**src/rtl/lcd_pkg.sv**
```systemverilog
// lcd_pkg: shared constants for the HD44780-style character LCD driver.
// Holds the command bytes, the sequencer state encoding, the byte-writer
// phase encoding, default timing, and two small helpers.
package lcd_pkg;

  localparam int DEF_T_PWRUP = 2000000;
  localparam int DEF_T_SETUP = 4;
  localparam int DEF_T_PULSE = 25;
  localparam int DEF_T_HOLD  = 2500;
  localparam int DEF_T_CLEAR = 100000;

  localparam logic [7:0] CMD_FUNC_SET = 8'h38;  // 8-bit bus, 2 lines, 5x8 font
  localparam logic [7:0] CMD_DISP_ON  = 8'h0C;  // display on, cursor off
  localparam logic [7:0] CMD_ENTRY    = 8'h06;  // auto-increment, no shift
  localparam logic [7:0] CMD_CLEAR    = 8'h01;
  localparam logic [7:0] CMD_ADDR_L1  = 8'h80;
  localparam logic [7:0] CMD_ADDR_L2  = 8'hC0;

  typedef enum logic [2:0] {
    S_PWRUP, S_INIT, S_ADDR1, S_LINE1, S_ADDR2, S_LINE2, S_IDLE
  } lcd_state_e;

  typedef enum logic [1:0] {
    W_IDLE, W_SETUP, W_PULSE, W_WAIT
  } wr_phase_e;

  function automatic logic [7:0] init_cmd(input logic [1:0] i);
    case (i)
      2'd0:    return CMD_FUNC_SET;
      2'd1:    return CMD_DISP_ON;
      2'd2:    return CMD_ENTRY;
      default: return CMD_CLEAR;
    endcase
  endfunction

  // Non-printable characters would show CGRAM/garbage glyphs; blank them.
  function automatic logic [7:0] printable(input logic [7:0] b);
    return (b < 8'h20 || b > 8'h7E) ? 8'h20 : b;
  endfunction

endpackage

```
**src/rtl/lcd_byte_writer.sv**
```systemverilog
// lcd_byte_writer: one LCD bus transaction (setup, enable pulse, wait).
// Ports:
//   clk, rst          clock, async active-high reset
//   start_i           request a write; accepted only when the writer is idle
//   rs_i, data_i      register select and byte for the requested write
//   done_o            one-cycle pulse on the last wait cycle
//   lcd_rs_o, lcd_e_o, lcd_data_o   LCD bus
module lcd_byte_writer
  import lcd_pkg::*;
#(
  parameter int T_SETUP = DEF_T_SETUP,
  parameter int T_PULSE = DEF_T_PULSE,
  parameter int T_HOLD  = DEF_T_HOLD,
  parameter int T_CLEAR = DEF_T_CLEAR
) (
  input  logic       clk,
  input  logic       rst,
  input  logic       start_i,
  input  logic       rs_i,
  input  logic [7:0] data_i,
  output logic       done_o,
  output logic       lcd_rs_o,
  output logic       lcd_e_o,
  output logic [7:0] lcd_data_o
);

  localparam logic [31:0] SETUP_LD = 32'(T_SETUP - 1);
  localparam logic [31:0] PULSE_LD = 32'(T_PULSE - 1);
  localparam logic [31:0] HOLD_LD  = 32'(T_HOLD - 1);
  localparam logic [31:0] CLEAR_LD = 32'(T_CLEAR - 1);

  wr_phase_e   phase_q, phase_d;
  logic [31:0] cnt_q, cnt_d;
  logic        rs_q, rs_d;
  logic [7:0]  data_q, data_d;
  logic        clr_q, clr_d;
  logic        ready;

  // The writer counts as idle during its last wait cycle so the next byte
  // can start on the following cycle with no dead cycle between writes.
  assign done_o = (phase_q == W_WAIT) && (cnt_q == 32'd0);
  assign ready  = (phase_q == W_IDLE) || done_o;

  always_ff @(posedge clk or posedge rst) begin
    if (rst) begin
      phase_q <= W_IDLE;
      cnt_q   <= 32'd0;
      rs_q    <= 1'b0;
      data_q  <= 8'h00;
      clr_q   <= 1'b0;
    end else begin
      phase_q <= phase_d;
      cnt_q   <= cnt_d;
      rs_q    <= rs_d;
      data_q  <= data_d;
      clr_q   <= clr_d;
    end
  end

  always_comb begin
    phase_d = phase_q;
    cnt_d   = cnt_q;
    rs_d    = rs_q;
    data_d  = data_q;
    clr_d   = clr_q;
    case (phase_q)
      W_SETUP: begin
        if (cnt_q == 32'd0) begin
          phase_d = W_PULSE;
          cnt_d   = PULSE_LD;
        end else begin
          cnt_d = cnt_q - 32'd1;
        end
      end
      W_PULSE: begin
        if (cnt_q == 32'd0) begin
          phase_d = W_WAIT;
          cnt_d   = clr_q ? CLEAR_LD : HOLD_LD;
        end else begin
          cnt_d = cnt_q - 32'd1;
        end
      end
      W_WAIT: begin
        if (cnt_q == 32'd0) phase_d = W_IDLE;
        else                cnt_d = cnt_q - 32'd1;
      end
      default: phase_d = W_IDLE;
    endcase
    if (start_i && ready) begin
      phase_d = W_SETUP;
      cnt_d   = SETUP_LD;
      rs_d    = rs_i;
      data_d  = data_i;
      clr_d   = !rs_i && (data_i == CMD_CLEAR);
    end
  end

  assign lcd_e_o    = (phase_q == W_PULSE);
  assign lcd_rs_o   = rs_q;
  assign lcd_data_o = data_q;

endmodule

```
**src/rtl/lcd_char_driver.sv**
```systemverilog
// lcd_char_driver: power-up, init and continuous 2x16 frame refresh for a
// character LCD in 8-bit mode.
// Ports:
//   clk, rst            clock, async active-high reset
//   line1, line2        row text, column 0 in bits [127:120]
//   refresh_en          1 = repeat frames back to back
//   lcd_rs, lcd_rw, lcd_e, lcd_data   LCD bus (write only)
//   init_done           high once the init commands have been written
//   frame_done          one-cycle pulse after the last byte of a frame
module lcd_char_driver
  import lcd_pkg::*;
#(
  parameter int T_PWRUP = DEF_T_PWRUP,
  parameter int T_SETUP = DEF_T_SETUP,
  parameter int T_PULSE = DEF_T_PULSE,
  parameter int T_HOLD  = DEF_T_HOLD,
  parameter int T_CLEAR = DEF_T_CLEAR
) (
  input  logic         clk,
  input  logic         rst,
  input  logic [127:0] line1,
  input  logic [127:0] line2,
  input  logic         refresh_en,
  output logic         lcd_rs,
  output logic         lcd_rw,
  output logic         lcd_e,
  output logic [7:0]   lcd_data,
  output logic         init_done,
  output logic         frame_done
);

  localparam logic [31:0] PWRUP_LD = 32'(T_PWRUP - 1);

  lcd_state_e   state_q, state_d;
  logic [3:0]   idx_q, idx_d;
  logic [31:0]  pwr_cnt_q, pwr_cnt_d;
  logic [127:0] snap1_q, snap1_d, snap2_q, snap2_d;
  logic         init_done_q, init_done_d;
  logic         frame_done_q, frame_done_d;
  logic         snap_take;
  logic         wr_start, wr_rs, wr_done;
  logic [7:0]   wr_data;

  always_ff @(posedge clk or posedge rst) begin
    if (rst) begin
      state_q      <= S_PWRUP;
      idx_q        <= 4'd0;
      pwr_cnt_q    <= PWRUP_LD;
      snap1_q      <= '0;
      snap2_q      <= '0;
      init_done_q  <= 1'b0;
      frame_done_q <= 1'b0;
    end else begin
      state_q      <= state_d;
      idx_q        <= idx_d;
      pwr_cnt_q    <= pwr_cnt_d;
      snap1_q      <= snap1_d;
      snap2_q      <= snap2_d;
      init_done_q  <= init_done_d;
      frame_done_q <= frame_done_d;
    end
  end

  // state_q/idx_q name the byte currently on the bus. When that byte's wait
  // ends, the next position is chosen and its write launched in the same
  // cycle, so consecutive writes abut exactly.
  always_comb begin
    state_d      = state_q;
    idx_d        = idx_q;
    pwr_cnt_d    = pwr_cnt_q;
    snap1_d      = snap1_q;
    snap2_d      = snap2_q;
    init_done_d  = init_done_q;
    frame_done_d = 1'b0;
    snap_take    = 1'b0;
    wr_start     = 1'b0;
    case (state_q)
      S_PWRUP: begin
        if (pwr_cnt_q == 32'd0) begin
          state_d  = S_INIT;
          idx_d    = 4'd0;
          wr_start = 1'b1;
        end else begin
          pwr_cnt_d = pwr_cnt_q - 32'd1;
        end
      end
      S_INIT: begin
        if (wr_done) begin
          wr_start = 1'b1;
          if (idx_q == 4'd3) begin
            state_d     = S_ADDR1;
            idx_d       = 4'd0;
            init_done_d = 1'b1;
            snap_take   = 1'b1;
          end else begin
            idx_d = idx_q + 4'd1;
          end
        end
      end
      S_ADDR1: begin
        if (wr_done) begin
          state_d  = S_LINE1;
          idx_d    = 4'd0;
          wr_start = 1'b1;
        end
      end
      S_LINE1: begin
        if (wr_done) begin
          wr_start = 1'b1;
          idx_d    = idx_q + 4'd1;
          if (idx_q == 4'd15) state_d = S_ADDR2;
        end
      end
      S_ADDR2: begin
        if (wr_done) begin
          state_d  = S_LINE2;
          idx_d    = 4'd0;
          wr_start = 1'b1;
        end
      end
      S_LINE2: begin
        if (wr_done) begin
          idx_d = idx_q + 4'd1;
          if (idx_q == 4'd15) begin
            frame_done_d = 1'b1;
            if (refresh_en) begin
              state_d   = S_ADDR1;
              wr_start  = 1'b1;
              snap_take = 1'b1;
            end else begin
              state_d = S_IDLE;
            end
          end else begin
            wr_start = 1'b1;
          end
        end
      end
      S_IDLE: begin
        if (refresh_en) begin
          state_d   = S_ADDR1;
          idx_d     = 4'd0;
          wr_start  = 1'b1;
          snap_take = 1'b1;
        end
      end
      default: state_d = S_PWRUP;
    endcase

    if (snap_take) begin
      snap1_d = line1;
      snap2_d = line2;
    end

    // Byte for the position being entered; column c sits at bits
    // [8*(15-c)+7 : 8*(15-c)], and 15-c is ~c for a 4-bit index.
    wr_rs   = 1'b0;
    wr_data = 8'h00;
    case (state_d)
      S_INIT:  wr_data = init_cmd(idx_d[1:0]);
      S_ADDR1: wr_data = CMD_ADDR_L1;
      S_LINE1: begin
        wr_rs   = 1'b1;
        wr_data = printable(snap1_q[{~idx_d, 3'b000} +: 8]);
      end
      S_ADDR2: wr_data = CMD_ADDR_L2;
      S_LINE2: begin
        wr_rs   = 1'b1;
        wr_data = printable(snap2_q[{~idx_d, 3'b000} +: 8]);
      end
      default: wr_data = 8'h00;
    endcase
  end

  lcd_byte_writer #(
    .T_SETUP (T_SETUP),
    .T_PULSE (T_PULSE),
    .T_HOLD  (T_HOLD),
    .T_CLEAR (T_CLEAR)
  ) u_writer (
    .clk        (clk),
    .rst        (rst),
    .start_i    (wr_start),
    .rs_i       (wr_rs),
    .data_i     (wr_data),
    .done_o     (wr_done),
    .lcd_rs_o   (lcd_rs),
    .lcd_e_o    (lcd_e),
    .lcd_data_o (lcd_data)
  );

  assign lcd_rw     = 1'b0;
  assign init_done  = init_done_q;
  assign frame_done = frame_done_q;

endmodule

```
**config.mk**
```make
export PLATFORM = sky130hd
export DESIGN_NAME = lcd_char_driver
export DESIGN_NICKNAME = d
export VERILOG_FILES = /design/src/rtl/lcd_pkg.sv /design/src/rtl/lcd_byte_writer.sv /design/src/rtl/lcd_char_driver.sv
export SDC_FILE = /design/constraint.sdc
export NUM_CORES = 1
export LEC_CHECK = 0
export BUFFER_PORTS_ARGS = -buffer_cell sky130_fd_sc_hd__buf_2
export CAP_MARGIN = 10
export CORE_AREA = 10 10 189 209
export DETAILED_ROUTE_END_ITERATION = 8
export DIE_AREA = 0 0 199 219
export GPL_TIMING_DRIVEN = 0
export PLACE_DENSITY = 0.71
export SKIP_LAST_GASP = 1
export SYNTH_ARGS = -nofsm -noshare
export SYNTH_HDL_FRONTEND = slang
export SYNTH_SLANG_ARGS = --single-unit
```
**constraint.sdc**
```tcl
create_clock -name clk -period 12.9 [get_ports clk]
set_clock_uncertainty 0.15 [all_clocks]
set_input_delay 0 -clock clk [delete_from_list [all_inputs] [get_ports clk]]
set_output_delay 0 -clock clk [all_outputs]
set_load 0.03 [all_outputs]
```
==> impl_results.md <==
* Outcome: finished, final reports clean
* Vias in the first global route at approximately 17,000
* Async SR Flop Fraction at 1.00
* Seq pwr share at 0.464
* Kind of critical path: reg -> reg
* Initial DRC count at 1,422
* Fillers at 2,583
* Post-Synth XOR/XNOR Area at 0.0198
* Hold Vio Cnt, Final at 0
* Clock Path Buffers at 3
* Synth Cell Area at 17,300 um^2
* H-tree level count at 2
* Final core occ at 0.661
* Post-CTS Setup Bufs at 0
* Yosys reg bits at 341
* Post-Synth Adder-Cell Area at 0.0101
* Complex-gate fraction of the synthesized area at 0.0999
* Sw frac at 0.244
* Worst Path Arrival at 7340 ps
* Worst hold path type: in -> reg
* Overall power at 2.46 mW
* Psw at 599 uW
* Std-Cell Rows at 72
* Top-count cell post-synth: dfrtp_1
* Post-synth EDFFs at 0
* Top cell type by total area after synthesis: dfrtp_1
* Register area share after synthesis at 0.494
* Max Cap Viol at 0
* IO Count at 272
* Leak at 10.2 nW
* Wire per inst at 25.5 um
* Max Slew Vio Count at 0
* Period utilisation layout at 0.546
* Clock-pin slew of the registers on the worst-case setup and hold paths at 60 ps
* Clk sinks at 341
* CTS tree: yes
* GRT Overall Usage at 0.305
* Die X-Extent at between 150 and 200 um
* Number of port buffers at 270
* Library cells used by synthesis at 82
* Fin crit period at 7040 ps
* Comb power frac at 0.093
* Area share of and/or/nand/nor cells after synthesis at 0.147
* Clk pwr share at 0.443
* Drt first pass iters at 7
* Starting Density at 0.495
* Peak VDD IR at 100 uV
* Crit-path max FO at 12
* Least-Margin Pin Slew at 1180 ps
* Dominant cells by area after synthesis: dfrtp_1, mux2_2, nand2_1, nand3_1, dfstp_2
* Final ANT Viol Nets at 0
* Nets at 2,436
* Post-Syn Instances at roughly 1,600
* Synth top cells by count: dfrtp_1, mux2_2, nand2_1, nand3_1, nor2_1
* Synth warn at 0
* CP endpoint kind: flip-flop
* Combinational family with the most area after synthesis: multiplexers
* Full die area at 43,600 um^2
* Clk_lat worst skew at 560 ps
* Antenna violations before repair at 5
* Delay of the slowest critical-path stage at 730 ps
* Cell Int Power at 1.86 mW
* Post-synth top area share at 0.475
* FF/Latch Area at 8550 um^2
* Slew HR at 0.205
* Core Box Area at 35,000 um^2
* Most used DFF post-synth: dfrtp_1
* Vias per cell at approximately 6
* Multiplexer area fraction after synthesis at 0.196
* Cts bufs inserted at 38
* Largest net degree at the start of global routing at 96
* RSZ-0062 raised after global routing: false
* Die H at roughly 220 um
* Layout cell share with drive strength beyond 1 at 0.310
* Synth-to-layout area growth at 33.6%
* Slowest cell on crit path: clkbuf_1
* Synth Net Count at 1,864
* Multi-input logic area at slightly above 8000 um^2
* Final Setup Violations at 0
* Critical Path RT at about 13,000 ps
* Crit-path cells: inv_1 -> ha_1 -> nor3b_1 -> nand4_1 -> or4_1 -> clkbuf_1 -> ha_1 -> nand2_1 -> o21ai_0 -> o22a_1 -> buf_4 -> nand2_2 -> buf_2 -> buf_2 -> clkbuf_1 -> nand3_1 -> a31oi_1 -> and3_1 -> o41ai_1 -> o221a_2 -> a221o_1 -> o31ai_2
* Overflow after GRT at 0
* Placer congestion estimate at ~0.93
* CTS Root Cell: clkbuf_16
* Power Density at roughly 110 nW/um^2
* DP HPWL at ~44,000 um
* CP startpoint kind: flip-flop
* Post-cts resize count at 0
* Vias at ~16,000
* Final WL at about 67,000 um
* DRC at 0
* Max Fclk at 142 MHz
* Mapped Avg Cell Area at approximately 11 um^2
* First-pass GRT wire length at 101,000 um
[through the flow]
step                      TNS [ps]  worst slack [ps]  cell area [um^2]  hold slack (ps)  cells
after floorplan                  0              3320             17300            -33.2   1591
after detailed placement         0              6140             19300            -15.0   2308
after global placement      -86420              -302             19200             82.0   2305
after CTS                        0              6100             23100             48.0   2634
after global routing             0              5620             23100             83.9   2635
final                            0              5860             23100             74.6   2638
[logic make-up (layout without fill, tap and decap cells)]
kind of cell               Yosys count  in the layout
AOI/OAI and AO/OA                  246            246
xor gates and xnor gates            39             39
adders and majority gates           14             14
buffers and inverters              122            721
DFF                                341            341
muxes                              304            304
other                                1              5
and+or+nand+nor                    524            524
[layout make-up]
class | count | area share
sequential | 341 | 0.370
multi-input combinational | 1128 | 0.354
timing repair buffer | 532 | 0.174
clock buffer | 57 | 0.0482
tap | 444 | 0.0241
buffer | 99 | 0.0202
inverter | 23 | 0.00433
clock inverter | 10 | 0.00406
antenna | 4 | 0.000433
[state kept, by name, indices dropped and copies added (netlist names)]
register and count:
frame_done 1, u_writer.lcd_data_o 8, u_writer.cnt_q 32, u_writer.clr_q 1
snap1_q 128, u_writer.lcd_rs_o 1, state_q 3, init_done 1
u_writer.phase_q 2, pwr_cnt_q 32, snap2_q 128, idx_q 4
[cell usage in the layout, fill, tap and decap left out, drive strengths merged, types with 15 or more instances in the layout]
cell,n
o211ai,15
and3,45
mux2,273
nor4,22
nor2,83
o21ai,56
dfrtp,328
inv,24
nand2,180
mux2i,31
a31oi,16
xnor2,17
nand3,85
buf,315
or3,16
xor2,22
nor3,45
a211oi,36
clkbuf,114
a21oi,42
dlygate4sd3,259
[what timing repair did]
item	CTS	global route
hold buffers	259	0
setup endpoints to repair	0	0
endpoints found under the hold margin	525	0
[power groups by stage]
stage	Clock (mW)	Combinational, mW	Sequential (mW)
2_1_floorplan	0	0.0796	1.15
3_3_place_gp	0	0.146	1.15
3_5_place_dp	0	0.153	1.15
4_1_cts	1.08	0.215	1.14
5_1_grt	1.13	0.241	1.14
6_report	1.09	0.227	1.14
[final timing paths]
path | cells after the start | startpoint | endpoint | slack, ps
worst min-delay path | 3 | line2[120] | snap2_q[120]$_DFFE_PP0P_ | 70
worst max register to register | 22 | u_writer.cnt_q[0]$_DFFE_PP0P_ | u_writer.clr_q$_DFFE_PP0P_ | 5860
worst min register to register | 1 | pwr_cnt_q[31]$_DFFE_PP0P_ | pwr_cnt_q[31]$_DFFE_PP0P_ | 310
min in group asynchronous | 4 | rst | u_writer.cnt_q[2]$_DFFE_PP0P_ | 570
worst max-delay path | 22 | u_writer.cnt_q[0]$_DFFE_PP0P_ | u_writer.clr_q$_DFFE_PP0P_ | 5860
max in group asynchronous | 6 | rst | snap1_q[45]$_DFFE_PP0P_ | 10800
[critical path: cells and delay by family, from the launching register on]
family | cells | cell delay, ps
adder cells (fa/ha/maj) | 2 | 580
AO/OA/AOI/OAI | 7 | 1660
flip-flops | 1 | 410
buffers and inverters | 6 | 2050
AND/OR/NAND/NOR | 7 | 2090
[per-layer routing]
layer / track usage / vias to the layer above / wire [um]
li1: - / 6937 / -
met1: 0.367 / 7997 / 25600
met2: 0.487 / 1037 / 31200
met3: 0.0808 / 260 / 6310
met4: 0.172 / 6 / 4110
met5: 0 / - / 38
Power figures use the tool's default switching activity.
